[src/rtl/lzc_pkg.sv]
// Shared widths and result type for the 8-bit leading-zero counter.
// Latency: n/a (declarations only).
// Backpressure: n/a.
package lzc_pkg;

    localparam int LZC_W  = 8;
    localparam int LZC_ZW = 3;

    // Count result: v=0 means operand was zero and z is forced to 0
    typedef struct packed {
        logic              v;
        logic [LZC_ZW-1:0] z;
    } lzc_res_t;

endpackage

[src/rtl/lzc_miao_merge.sv]
// Two-input merge node: combines high/low group counts of K bits into K+1 bits.
// Latency: combinational.
// Backpressure: none.
module lzc_miao_merge #(
    parameter int K = 1
) (
    input  logic         vH,
    input  logic [K-1:0] zH,
    input  logic         vL,
    input  logic [K-1:0] zL,
    output logic         v,
    output logic [K:0]   z
);

    // MSB set when the whole high group is zero; then the low group's count
    // supplies the remaining bits, otherwise the high group's count does.
    assign v = vH | vL;
    assign z = {~vH, (vH ? zH : zL)};

endmodule

[src/rtl/lzc_miao_8.sv]
// 8-bit leading-zero counter built as a Miao tree of merge nodes, optional output register.
// Latency: 1 cycle with REG_OUT=1, combinational with REG_OUT=0.
// Backpressure: none; accepts a new operand every cycle.
module lzc_miao_8
    import lzc_pkg::*;
#(
    parameter int REG_OUT = 1
) (
    input  logic              clk,
    input  logic              rst_n,
    input  logic [LZC_W-1:0]  in,
    output logic [LZC_ZW-1:0] out_z,
    output logic              v
);

    // Level 0: 2-bit leaves, index 3 is bits [7:6]
    logic [3:0] leaf_v;
    logic [3:0] leaf_z;

    for (genvar p = 0; p < 4; p++) begin : g_leaf
        assign leaf_v[p] = in[2*p+1] | in[2*p];
        assign leaf_z[p] = ~in[2*p+1];
    end

    // Level 1: 4-bit groups
    logic       hi_v;
    logic [1:0] hi_z;
    logic       lo_v;
    logic [1:0] lo_z;

    lzc_miao_merge #(.K(1)) u_merge_hi (
        .vH (leaf_v[3]),
        .zH (leaf_z[3:3]),
        .vL (leaf_v[2]),
        .zL (leaf_z[2:2]),
        .v  (hi_v),
        .z  (hi_z)
    );

    lzc_miao_merge #(.K(1)) u_merge_lo (
        .vH (leaf_v[1]),
        .zH (leaf_z[1:1]),
        .vL (leaf_v[0]),
        .zL (leaf_z[0:0]),
        .v  (lo_v),
        .z  (lo_z)
    );

    // Level 2: full 8-bit result
    logic              root_v;
    logic [LZC_ZW-1:0] root_z;

    lzc_miao_merge #(.K(2)) u_merge_root (
        .vH (hi_v),
        .zH (hi_z),
        .vL (lo_v),
        .zL (lo_z),
        .v  (root_v),
        .z  (root_z)
    );

    // A zero operand would naturally count 7; force the defined value 0 instead
    lzc_res_t res;
    assign res.v = root_v;
    assign res.z = root_v ? root_z : '0;

    if (REG_OUT != 0) begin : g_reg
        lzc_res_t res_q;

        // Capture the result each edge; reset clears it immediately
        always_ff @(posedge clk or negedge rst_n) begin
            if (!rst_n) begin
                res_q <= '0;
            end else begin
                res_q <= res;
            end
        end

        assign out_z = res_q.z;
        assign v     = res_q.v;
    end else begin : g_comb
        // Clock and reset have no role in the combinational build
        logic unused_clk_rst;
        assign unused_clk_rst = clk ^ rst_n;

        assign out_z = res.z;
        assign v     = res.v;
    end

endmodule

[config.mk]
export PLATFORM = sky130hd
export DESIGN_NAME = lzc_miao_8
export DESIGN_NICKNAME = d
export VERILOG_FILES = /design/src/rtl/lzc_pkg.sv /design/src/rtl/lzc_miao_merge.sv /design/src/rtl/lzc_miao_8.sv
export SDC_FILE = /design/constraint.sdc
export NUM_CORES = 1
export LEC_CHECK = 0
export BUFFER_PORTS_ARGS = -buffer_cell sky130_fd_sc_hd__buf_2
export CORE_AREA = 2 2 39 41
export CTS_CLUSTER_DIAMETER = 30
export DETAILED_ROUTE_END_ITERATION = 7
export DIE_AREA = 0 0 41 43
export SLEW_MARGIN = 10
export SYNTH_ARGS = -nofsm -noshare
export SYNTH_HDL_FRONTEND = slang
export SYNTH_SLANG_ARGS = --single-unit
[constraint.sdc]
create_clock -name clk -period 0.8 [get_ports clk]
set_input_delay 0.04 -clock clk [delete_from_list [all_inputs] [get_ports clk]]
set_output_delay 0.04 -clock clk [all_outputs]
set_load 0.005 [all_outputs]
==> results.yml, run 1 <==
status:
  status: "complete, no violations"
timing:
  fmaxAchievable_ghz: 1.36
  setup_tns_ns: 0
  grt_setup_unrepaired: "no"
  tightest_slew_ns: 0.349
  slew_headroom_pct: 76.5
  min_period_over_period_pct: 91.8
  slew_violations: 0
  finalHoldViolCount: 0
  setup_viol: 0
  whs_ns: 0.0116
  period_minus_slack_ns: 0.734
route:
  ant_nets: 0
  vias: 185
  drt_pre_antenna_iters: 4
  drc_errors: 0
  drt_wl_total_um: 379
  wl_per_cell_um: 7.43
  drtIter0Drc: 4
  viasPerCell: 3.63
floorplan:
  start_util_pct: 13.1
  fp.dieH_um: 43
  die-area_um2: 1760
  io_pins: 14
  core_um2: 1380
  fp-row-count: 14
  die_x_um: 41
critical_path:
  critical_path_class: "reg -> out"
  cp.required_ns: 0.76
  path_max_fanout: 1
  worstSetupEndpointType: "output port"
  cp.arrival_ns: 0.69
  cp.buffers_inverters: 1
  cpPeakStageDelay_ns: 0.35
  startpoint_type: "flop"
  cp_slowest_cell: "dfrtp_1"
  path_cells: "buf_2"
  cp_top_family: "flip-flops"
synthesis:
  syn_area_um2: 181
  async_flop_share_pct: 100
  synth.area.top_cells: "dfrtp_1 55%, nor2b_1 6.9%, nor4_2 6.9%"
  synth.most_common_cell: "dfrtp_1"
  syn_nets: 28
  synth_ff_type: "dfrtp_1"
  yosysUniqueCellTypes: 11
  synth_mux_area_share_pct: 0
  synth-simple-area-share_pct: 25.5
  synth_compound_area_share_pct: 17.2
  synth-seq-cells: 4
  synth_edf_count: 0
  syn-mean-instance-area_um2: 10.1
  synth_seq_area_share_pct: 55.2
  synth_top_family_by_area: "simple AND/OR/NAND/NOR gates"
  yosys.area.top_type: "dfrtp_1"
  synthAdderAreaFrac_pct: 0
  synth_top_cell_area_share_pct: 55.2
  yosys_warnings: 0
  netlist_instances: 18
  synth_xor_area_share_pct: 0
  synth_common_cells: "4 x dfrtp_1, 3 x nor2_1, 2 x a21oi_1, 2 x nor2b_1"
finish:
  finalInstanceArea_um2: 299
  area_growth_pct: 64.8
  nets: 47
  drive_gt1_share_pct: 48.6
  n_antenna_cell: 0
  nFillCells: 150
  multi_input_area_um2: 77.6
  seq_area_um2: 100
clock_tree:
  clockRootBuffer: "clkbuf_4"
  cts.sinks: 4
  clkTransAtPathRegs_ns: 0.04
  clockBufferDepth: 2
  cts_tree: "yes"
  numCtsBuffers: 3
  cts_setup_buffers: 0
  h-tree-depth: 1
min_path:
  hold_class: "in -> reg"
job:
  maxCapViolCount: 0
place:
  gp_congestion: 0.542
  post_dp_cell_area_um2: 267
  dpl.hpwl_um: 313
  portBuffers: 13
power_and_ir_drop:
  p_per_area_nw_per_um2: 1750
  vdd_drop_max_uv: 536
  power_leakage_nw: 0.143
global_route:
  overflow: 0
  grt_max_degree: 6
  grt_first_pass_wirelength_um: 538
  antenna_found_initial: 0
  grt_use_total_pct: 5.54
  grt_pass1_vias: 139
-- repair_timing --
action,CTS,global route
endpoints found under the hold margin,4,0
hold buffers,1,0
gates resized for setup,0,0
-- metrics by stage --
stage / setup slack (ns) / instances / power, mW / util [%]
2_1_floorplan: 0.245 / 18 / 0.237 / -
6_report: 0.0659 / 51 / 0.525 / 21.6
5_1_grt: 0.0300 / 51 / 0.568 / 21.6
4_1_cts: 0.0503 / 51 / 0.541 / 21.6
3_5_place_dp: 0.0549 / 47 / 0.284 / 19.3
3_3_place_gp: 0.0960 / 47 / 0.283 / 19.3
-- path summary, 6_finish.rpt --
path	startpoint	to	slack (ns)	cells after the start
max in group asynchronous	rst_n	out_z[2]	0.53	2
min in group asynchronous	rst_n	out_z[1]	0.15	2
min	in[6]	out_z[1]	0.01	2
max	v	v	0.07	1
-- sequential cells by signal, summed over array words and instances (netlist names) --
register / flops
v: 1
out_z: 3
-- cell usage in the layout, fill, tap and decap left out, drive strengths merged --
| cell | netlist | final |
|---|---|---|
| a211oi | 1 | 1 |
| a21oi | 2 | 2 |
| buf | 0 | 13 |
| clkbuf | 0 | 3 |
| dfrtp | 4 | 4 |
| dlygate4sd3 | 0 | 1 |
| inv | 1 | 1 |
| nand2 | 1 | 1 |
| nor2 | 3 | 3 |
| nor2b | 2 | 2 |
| nor4 | 2 | 2 |
| o21ai | 1 | 1 |
| o41ai | 1 | 1 |
-- cell type report --
class / instances / share of cell area [%]
flip-flops and latches: 4 / 33.5
multi-input cells: 13 / 25.9
repair buffers: 14 / 25.1
clock buffers: 3 / 7.53
well taps: 16 / 6.69
inverters: 1 / 1.26
-- logic make-up after synthesis --
group,count (synthesis)
DFF,4
and+or+nand+nor,8
AOI/OAI and AO/OA,5
buffers and inverters,1
-- where the power goes --
part           leakage [nW]  total [mW]  internal, mW  switching [mW]
Clock                0.0138       0.240         0.167          0.0726
Sequential           0.0478       0.213         0.212         0.00148
Combinational        0.0814      0.0714        0.0361          0.0353
-- routing by layer --
layer / wire length (µm) / vias up / GRT usage (%)
li1: - / 100 / -
met1: 177 / 70 / 6.84
met2: 138 / 15 / 4.06
met3: 64 / 0 / 3.14
met4: 0 / 0 / 10.0
met5: 0 / - / 0
(Power assumes the default switching activity.)
==> inputs of run 2 (changes only) <==
Settings changed: CORE_AREA 2 2 39 41 to 4 4 41 43, DIE_AREA 0 0 41 43 to 0 0 45 47.
==> run 2 against run 1 <==
Critical path depth unchanged. Non-clock buffer count increased by 1. Wire length increased by 21%. Via count increased by 5.4%. Highest routed layer is now met4. Cell area increased by 4.6%. Clock-buffer cell count unchanged. Combinational power increased by 10%.
==> results.yml, run 2 (synthesized netlist as in run 1, its figures left out) <==
critical_path:
  cp.buffers_inverters: 1
  cpPeakStageDelay_ns: 0.35
  path_cells: "buf_2"
  cp.required_ns: 0.76
  cp.arrival_ns: 0.71
  critical_path_class: "reg -> out"
  worstSetupEndpointType: "output port"
  startpoint_type: "flop"
  path_max_fanout: 1
  cp_slowest_cell: "dfrtp_1"
  cp_top_family: "flip-flops"
clock_tree:
  numCtsBuffers: 3
  cts.sinks: 4
  clkTransAtPathRegs_ns: 0.04
  clockBufferDepth: 2
  cts_tree: "yes"
  h-tree-depth: 1
  clockRootBuffer: "clkbuf_4"
floorplan:
  die_x_um: 45
  die-area_um2: 2120
  io_pins: 14
  start_util_pct: 13.9
  fp.dieH_um: 47
  core_um2: 1300
  fp-row-count: 13
route:
  vias: 195
  ant_nets: 0
  drt_wl_total_um: 459
  drc_errors: 0
  drt_pre_antenna_iters: 1
  wl_per_cell_um: 9.00
  viasPerCell: 3.82
  drtIter0Drc: 0
power_and_ir_drop:
  vdd_drop_max_uv: 355
  design_power_total_mw: 0.539
  power_leakage_nw: 0.148
  p_per_area_nw_per_um2: 1720
finish:
  multi_input_area_um2: 82.6
  n_antenna_cell: 0
  mostFrequentLayoutCell: "buf_2"
  seq_area_um2: 100
  fin_cells: 51
  largest_reg_flops: 3
  nFillCells: 153
  drive_gt1_share_pct: 50.0
  final_cell_mix: "13 x buf_2, 4 x dfrtp_1, 3 x nor2_1, 3 x clkbuf_4"
  area_growth_pct: 72.4
  nets: 48
timing:
  slew_violations: 0
  setup_tns_ns: 0
  period_minus_slack_ns: 0.748
  slew_headroom_pct: 75.7
  grt_setup_unrepaired: "no"
  fmaxAchievable_ghz: 1.34
  min_period_over_period_pct: 93.4
  tightest_slew_ns: 0.361
  setup_viol: 0
  finalHoldViolCount: 0
global_route:
  grt_first_pass_wirelength_um: 634
  grt_use_total_pct: 4.85
  grt_pass1_vias: 186
  grt_max_degree: 6
  overflow: 0
  antenna_found_initial: 0
place:
  dp.cells: 46
  portBuffers: 13
  gp_congestion: 0.639
  dpl.hpwl_um: 361
min_path:
  hold_class: "in -> reg"
job:
  maxCapViolCount: 0
status:
  status: "complete, no violations"
## run 2: power breakdown
part / internal (mW) / total [mW] / leakage [nW] / switching (mW)
clock network: 0.168 / 0.246 / 0.0138 / 0.0787
registers: 0.212 / 0.214 / 0.0478 / 0.00175
logic: 0.0403 / 0.0788 / 0.0865 / 0.0385
## run 2: per-layer routing
metal	share of wire, %	track usage [%]	up-vias	wire length [µm]
met2	38	5.93	15	176
met3	18	0.383	2	81
met5	0	0	-	0
li1	-	-	101	-
met1	41	4.85	77	187
met4	3.1	10.5	0	14
## run 2: what timing repair did
action / CTS / global route
endpoints found under the hold margin: 5 / 0
endpoints found under the setup margin: 0 / 1
hold buffers: 2 / 0
resized for setup: 0 / 1
buffers inserted: 0 / 0
## run 2: layout make-up
cell class	count	share of cell area, %
flip-flops and latches	4	32.0
well taps	15	6.00
repair buffers	15	27.2
multi-input cells	13	26.4
inverters	1	1.20
clock buffers	3	7.20
## run 2: per-stage QoR
| stage | hold WS (ns) | utilization [%] | setup WS, ns | cell area, µm² |
|---|---|---|---|---|
| floorplan | -0.256 | - | 0.245 | 181 |
| global placement | -0.156 | 20.4 | 0.0442 | 265 |
| detailed placement | -0.155 | 20.4 | 0.0361 | 265 |
| CTS | 0.0319 | 23.7 | 0.0262 | 308 |
| global route | 0.0447 | 24.0 | 0.0320 | 313 |
| finish | 0.0429 | 24.0 | 0.0525 | 313 |
## run 2: worst paths after layout
path	slack, ns	cells past startpoint	end	start
min in group asynchronous	0.14	2	out_z[1]	rst_n
max in group asynchronous	0.54	2	out_z[2]	rst_n
worst min-delay path	0.04	2	out_z[1]	in[7]
worst max-delay path	0.05	1	out_z[2]	out_z[2]
